## src/rtl/rv32i_mem_if.sv

```systemverilog
// CPU mem_* bus plus host byte-loader port for rv32i_mem.
interface rv32i_mem_if;
  logic [1:0]  mem_mode;
  logic [7:0]  mem_address;
  logic [31:0] mem_write_value;
  logic [31:0] mem_value;
  logic        load_valid;
  logic [7:0]  load_byte;
  logic [7:0]  load_ptr;
  logic        load_wrapped;
  logic        collision;

  modport master (
    output mem_mode, mem_address, mem_write_value, load_valid, load_byte,
    input  mem_value, load_ptr, load_wrapped, collision
  );

  modport slave (
    input  mem_mode, mem_address, mem_write_value, load_valid, load_byte,
    output mem_value, load_ptr, load_wrapped, collision
  );
endinterface

```

## src/rtl/rv32i_mem.sv

```systemverilog
// 256-byte unified memory: combinational LE word read, byte/half/word store on edge, byte loader.
// Optional RV32I_MEM_MISALIGNED_EN: unaligned half/word accesses span bytes (wrap mod 256).
module rv32i_mem (
  input logic       clk,
  input logic       rst,
  rv32i_mem_if.slave bus
);
  localparam logic [1:0] MEM_READ       = 2'd0;
  localparam logic [1:0] MEM_WRITE_BYTE = 2'd1;
  localparam logic [1:0] MEM_WRITE_HALF = 2'd2;
  localparam logic [1:0] MEM_WRITE_WORD = 2'd3;

  logic [7:0] mem [256];
  logic [7:0] load_ptr;
  logic       load_wrapped;
  logic       collision;
  logic [7:0] rd_addr;
  logic [7:0] wr_addr;
  logic [3:0] wr_be;
  logic       cpu_wr;

  always_comb begin
    cpu_wr = (bus.mem_mode != MEM_READ);
`ifdef RV32I_MEM_MISALIGNED_EN
    rd_addr = bus.mem_address;
    wr_addr = bus.mem_address;
`else
    // Misaligned requests silently hit the aligned container
    rd_addr = {bus.mem_address[7:2], 2'b00};
    case (bus.mem_mode)
      MEM_WRITE_HALF: wr_addr = {bus.mem_address[7:1], 1'b0};
      MEM_WRITE_WORD: wr_addr = {bus.mem_address[7:2], 2'b00};
      default:        wr_addr = bus.mem_address;
    endcase
`endif
    case (bus.mem_mode)
      MEM_WRITE_BYTE: wr_be = 4'b0001;
      MEM_WRITE_HALF: wr_be = 4'b0011;
      MEM_WRITE_WORD: wr_be = 4'b1111;
      default:        wr_be = 4'b0000;
    endcase
  end

  assign bus.mem_value = {mem[rd_addr + 8'd3], mem[rd_addr + 8'd2],
                          mem[rd_addr + 8'd1], mem[rd_addr]};

  // Loader wins the array outright; a coincident CPU store is dropped whole
  always_ff @(posedge clk) begin
    if (bus.load_valid) begin
      mem[rst ? 8'd0 : load_ptr] <= bus.load_byte;
    end else if (cpu_wr && !rst) begin
      for (int k = 0; k < 4; k++) begin
        if (wr_be[k]) mem[wr_addr + 8'(k)] <= bus.mem_write_value[8*k +: 8];
      end
    end

    if (rst) begin
      load_ptr     <= bus.load_valid ? 8'd1 : 8'd0;
      load_wrapped <= 1'b0;
      collision    <= 1'b0;
    end else if (bus.load_valid) begin
      load_ptr <= load_ptr + 8'd1;
      if (load_ptr == 8'hFF) load_wrapped <= 1'b1;
      if (cpu_wr) collision <= 1'b1;
    end
  end

  assign bus.load_ptr     = load_ptr;
  assign bus.load_wrapped = load_wrapped;
  assign bus.collision    = collision;
endmodule

```

## src/flat_wrapper.sv

```systemverilog
// flat-port wrapper written by rule: the top's interface ports become plain ports
module rv32i_mem_flat 
  (clk, rst, bus_mem_mode, bus_mem_address, bus_mem_write_value, bus_load_valid, bus_load_byte, bus_mem_value, bus_load_ptr, bus_load_wrapped, bus_collision);
  rv32i_mem_if bus_i ();
  input logic clk;
  input logic rst;
  input wire logic [$bits(bus_i.mem_mode)-1:0] bus_mem_mode;
  input wire logic [$bits(bus_i.mem_address)-1:0] bus_mem_address;
  input wire logic [$bits(bus_i.mem_write_value)-1:0] bus_mem_write_value;
  input wire logic [$bits(bus_i.load_valid)-1:0] bus_load_valid;
  input wire logic [$bits(bus_i.load_byte)-1:0] bus_load_byte;
  output wire logic [$bits(bus_i.mem_value)-1:0] bus_mem_value;
  output wire logic [$bits(bus_i.load_ptr)-1:0] bus_load_ptr;
  output wire logic [$bits(bus_i.load_wrapped)-1:0] bus_load_wrapped;
  output wire logic [$bits(bus_i.collision)-1:0] bus_collision;
  assign bus_i.mem_mode = bus_mem_mode;
  assign bus_i.mem_address = bus_mem_address;
  assign bus_i.mem_write_value = bus_mem_write_value;
  assign bus_i.load_valid = bus_load_valid;
  assign bus_i.load_byte = bus_load_byte;
  assign bus_mem_value = bus_i.mem_value;
  assign bus_load_ptr = bus_i.load_ptr;
  assign bus_load_wrapped = bus_i.load_wrapped;
  assign bus_collision = bus_i.collision;
  rv32i_mem u_core (.clk(clk), .rst(rst), .bus(bus_i));
endmodule
```

## config.mk

```make
export PLATFORM = sky130hd
export DESIGN_NAME = rv32i_mem_flat
export DESIGN_NICKNAME = d
export VERILOG_FILES = /design/src/rtl/rv32i_mem_if.sv /design/src/rtl/rv32i_mem.sv /design/src/flat_wrapper.sv
export SDC_FILE = /design/constraint.sdc
export NUM_CORES = 2
export LEC_CHECK = 0
export ABC_AREA = 1
export CAP_MARGIN = 20
export CORE_UTILIZATION = 40
export CTS_BUF_LIST = sky130_fd_sc_hd__clkbuf_4 sky130_fd_sc_hd__clkbuf_8
export DETAILED_ROUTE_END_ITERATION = 8
export RECOVER_POWER = 100
export SLEW_MARGIN = 10
export SYNTH_ARGS = -nofsm -noshare
export SYNTH_HDL_FRONTEND = slang
export SYNTH_SLANG_ARGS = --single-unit
```

## constraint.sdc

```tcl
create_clock -name clk -period 8.1 [get_ports clk]
set_clock_uncertainty 0.05 [all_clocks]
set_input_delay 1.215 -clock clk [delete_from_list [all_inputs] [get_ports clk]]
set_output_delay 1.215 -clock clk [all_outputs]
set_load 0.02 [all_outputs]
```

==> reports/metrics.cfg <==
[setup_path]
cp-end-kind=register
r2r-start=u_core.bus.load_ptr[2]
start_kind=input pin
critical_path_required_ps=8800
arrival_ps=7980
setup.worst_path.class=in -> reg
cp_max_fo=68
crit_start=bus_mem_mode[0]

[clock_tree]
clockBufferDepth=4
cts_buffers=370
root_buffer=clkbuf_8
worstSkewPairLatency_ps=1020
cts.sinks=2058
cts_resized=0
cts.hold.buffers_added=0
postCtsSetupBuffers=0
htree_levels=5
path_clk_slew_ps=60
cts_tree=built

[finish]
synthToLayoutAreaGrowth_pct=9.157
nets=13320
final_common_cell=nand2_1
final_cell_mix=nand2_1 (3811), nand3_1 (2247), edfxtp_1 (2056)
layout-drive-gt1-share_pct=6.220
final_cell_area_mm2=0.1220

[power]
ir_worst_vdd_mv=0.1508
p_int_mw=17.83
power_density_mw_per_mm2=203.1
switching_share_pct=28.03
p_switching_mw=6.945
leakagePower_nw=49.33
power.share.clock_pct=39.1
power_mw=24.77
p_comb_share_pct=12.9
seqPwrFrac_pct=48.0

[status]
status=finished with violations
violations=max-capacitance violations, max-slew violations

[detailed_routing]
wl_met1_mm=159.0
postRouteAntennaNets=0
drc=0
wl_mm=415.6
top_layer=met5
routed-wl-met3_mm=50.21
vias_per_cell=5.736
dr.pass1.iters=6
wl_met2_mm=183.8
wire_per_inst_um=24.10
drt_iter0_markers=14700
vias=98930

[grt]
grt_pass1_vias=91320
grt_max_degree=158
antenna_found_initial=16
grt_usage_pct=28.69
grt_pass1_wl_mm=604.9
grt-ovfl-total=0

[floorplan]
chipHeight_um=530.6
dieWidth_um=530.6
dieArea_mm2=0.2815
ios=95
design.core.area_mm2=0.2772
initial_utilization_pct=40.31
rows=193

[sta]
final_hold_viol_count=0
worst_pin_slew_ps=4662
setup_viol=0
fin_crit_ps=7273
whs_ps=459.4
relSlewSlack_pct=-210.8
fmax_mhz=137.5
drv_slew=1956
tns_ps=0
fin_crit_sh_pct=89.79
rsz0062_at_grt=no

[place]
hpwl_mm=232.2
place_congestion=0.9215
place.port_buffers=94
postPlaceCellArea_mm2=0.1152

[yosys]
synthCells=13680
synth_cell_types=28
ys.warnings.count=0
postSynthAreaPerCell_um2=8.169
mappedNetlistNets=13740
synth-seq-area-share_pct=55.28
synth_area_mm2=0.1118
ys_ff_latch=2058

[hold_path]
hold_class=reg -> reg
hp-start=u_core.bus.collision

[job]
max_cap_viol_count=51

## power groups by stage
stage	Combinational (mW)	Sequential [mW]	Clock [mW]
final	3.18	11.9	9.70
after global placement	2.94	12.1	0
after floorplan	1.78	12.1	0
after detailed placement	2.98	12.1	0
after CTS	2.99	11.9	9.74
after global routing	3.38	11.9	10.2
## through the flow
step	util, %	instances	worst slack [ps]
2_1_floorplan	-	13680	3765
3_3_place_gp	41.50	16500	1248
3_5_place_dp	41.57	16520	1493
4_1_cts	44.11	17180	2241
5_1_grt	44.00	17240	986.5
6_report	44.00	17250	827.2
## synth_stat cells (all sizes together)
| cell | count | area (µm²) |
|---|---|---|
| nand2 | 3811 | 14300 |
| nand3 | 2247 | 11290 |
| edfxtp | 2056 | 61740 |
| o21ai | 1779 | 8904 |
| nor2 | 1389 | 5261 |
| clkbuf | 953 | 3577 |
| inv | 914 | 3431 |
| buf | 238 | 1057 |
| o211ai | 224 | 1682 |
| or2 | 32 | 200.2 |
| xor2 | 9 | 78.83 |
| clkinv | 8 | 30.03 |
| nor3 | 7 | 60.06 |
| ha | 4 | 50.05 |
| nand4 | 3 | 18.77 |
| a21oi | 2 | 10.01 |
| dfxtp | 2 | 40.04 |
| a32oi | 1 | 8.760 |
| o31ai | 1 | 7.510 |
| xnor2 | 1 | 8.760 |
## registers in the layout, indices dropped and copies added (netlist names)
register and count:
u_core.bus.load_wrapped 1, u_core.bus.load_ptr 8, u_core.mem 2048, u_core.bus.collision 1
## area by class of cell
type / instances / area (µm²)
Sequential cell: 2058 / 61780
Multi-Input combinational cell: 9510 / 41920
Inverter: 922 / 3551
Clock buffer: 514 / 6223
Antenna cell: 5 / 12.51
Fill cell: 27450 / 155200
Timing Repair Buffer: 396 / 3067
Clock inverter: 138 / 800.8
Tap cell: 3705 / 4636
## worst paths after layout
path                                             end  slack, ps  depth (start not counted)
worst min register to register  u_core.bus.collision        460                          2
worst max register to register    u_core.mem[139][1]       2910                          8
worst min-delay path            u_core.bus.collision        460                          2
worst max-delay path              u_core.mem[253][6]        830                         11
## cells by family (layout without fill, tap and decap cells)
| logic type | after synthesis | count (layout) | synth area share (%) |
|---|---|---|---|
| xor+xnor | 10 | 10 | 0.07838 |
| compound gates | 2007 | 2007 | 9.495 |
| other cells | 0 | 5 | 0 |
| fa+ha+maj | 4 | 4 | 0.04479 |
| buf+inv | 2113 | 1970 | 7.244 |
| flops | 2058 | 2058 | 55.28 |
| simple gates | 7489 | 7489 | 27.86 |
## critical path: stages
cell and delay (ps):
dlygate4sd3_1 830, inv_1 80, nand2_1 260, nand2_1 90, buf_4 260, o21ai_4 910
clkbuf_1 2890, buf_4 1060, nand2_1 110, o21ai_0 100, inv_1 50
## layer usage
| metal | track usage [%] | vias up |
|---|---|---|
| li1 | - | 45080 |
| met1 | 38.33 | 46080 |
| met2 | 44.46 | 6483 |
| met3 | 5.802 | 1271 |
| met4 | 13.80 | 16 |
| met5 | 0 | - |
No activity file was read; power rests on OpenSTA's default activity.
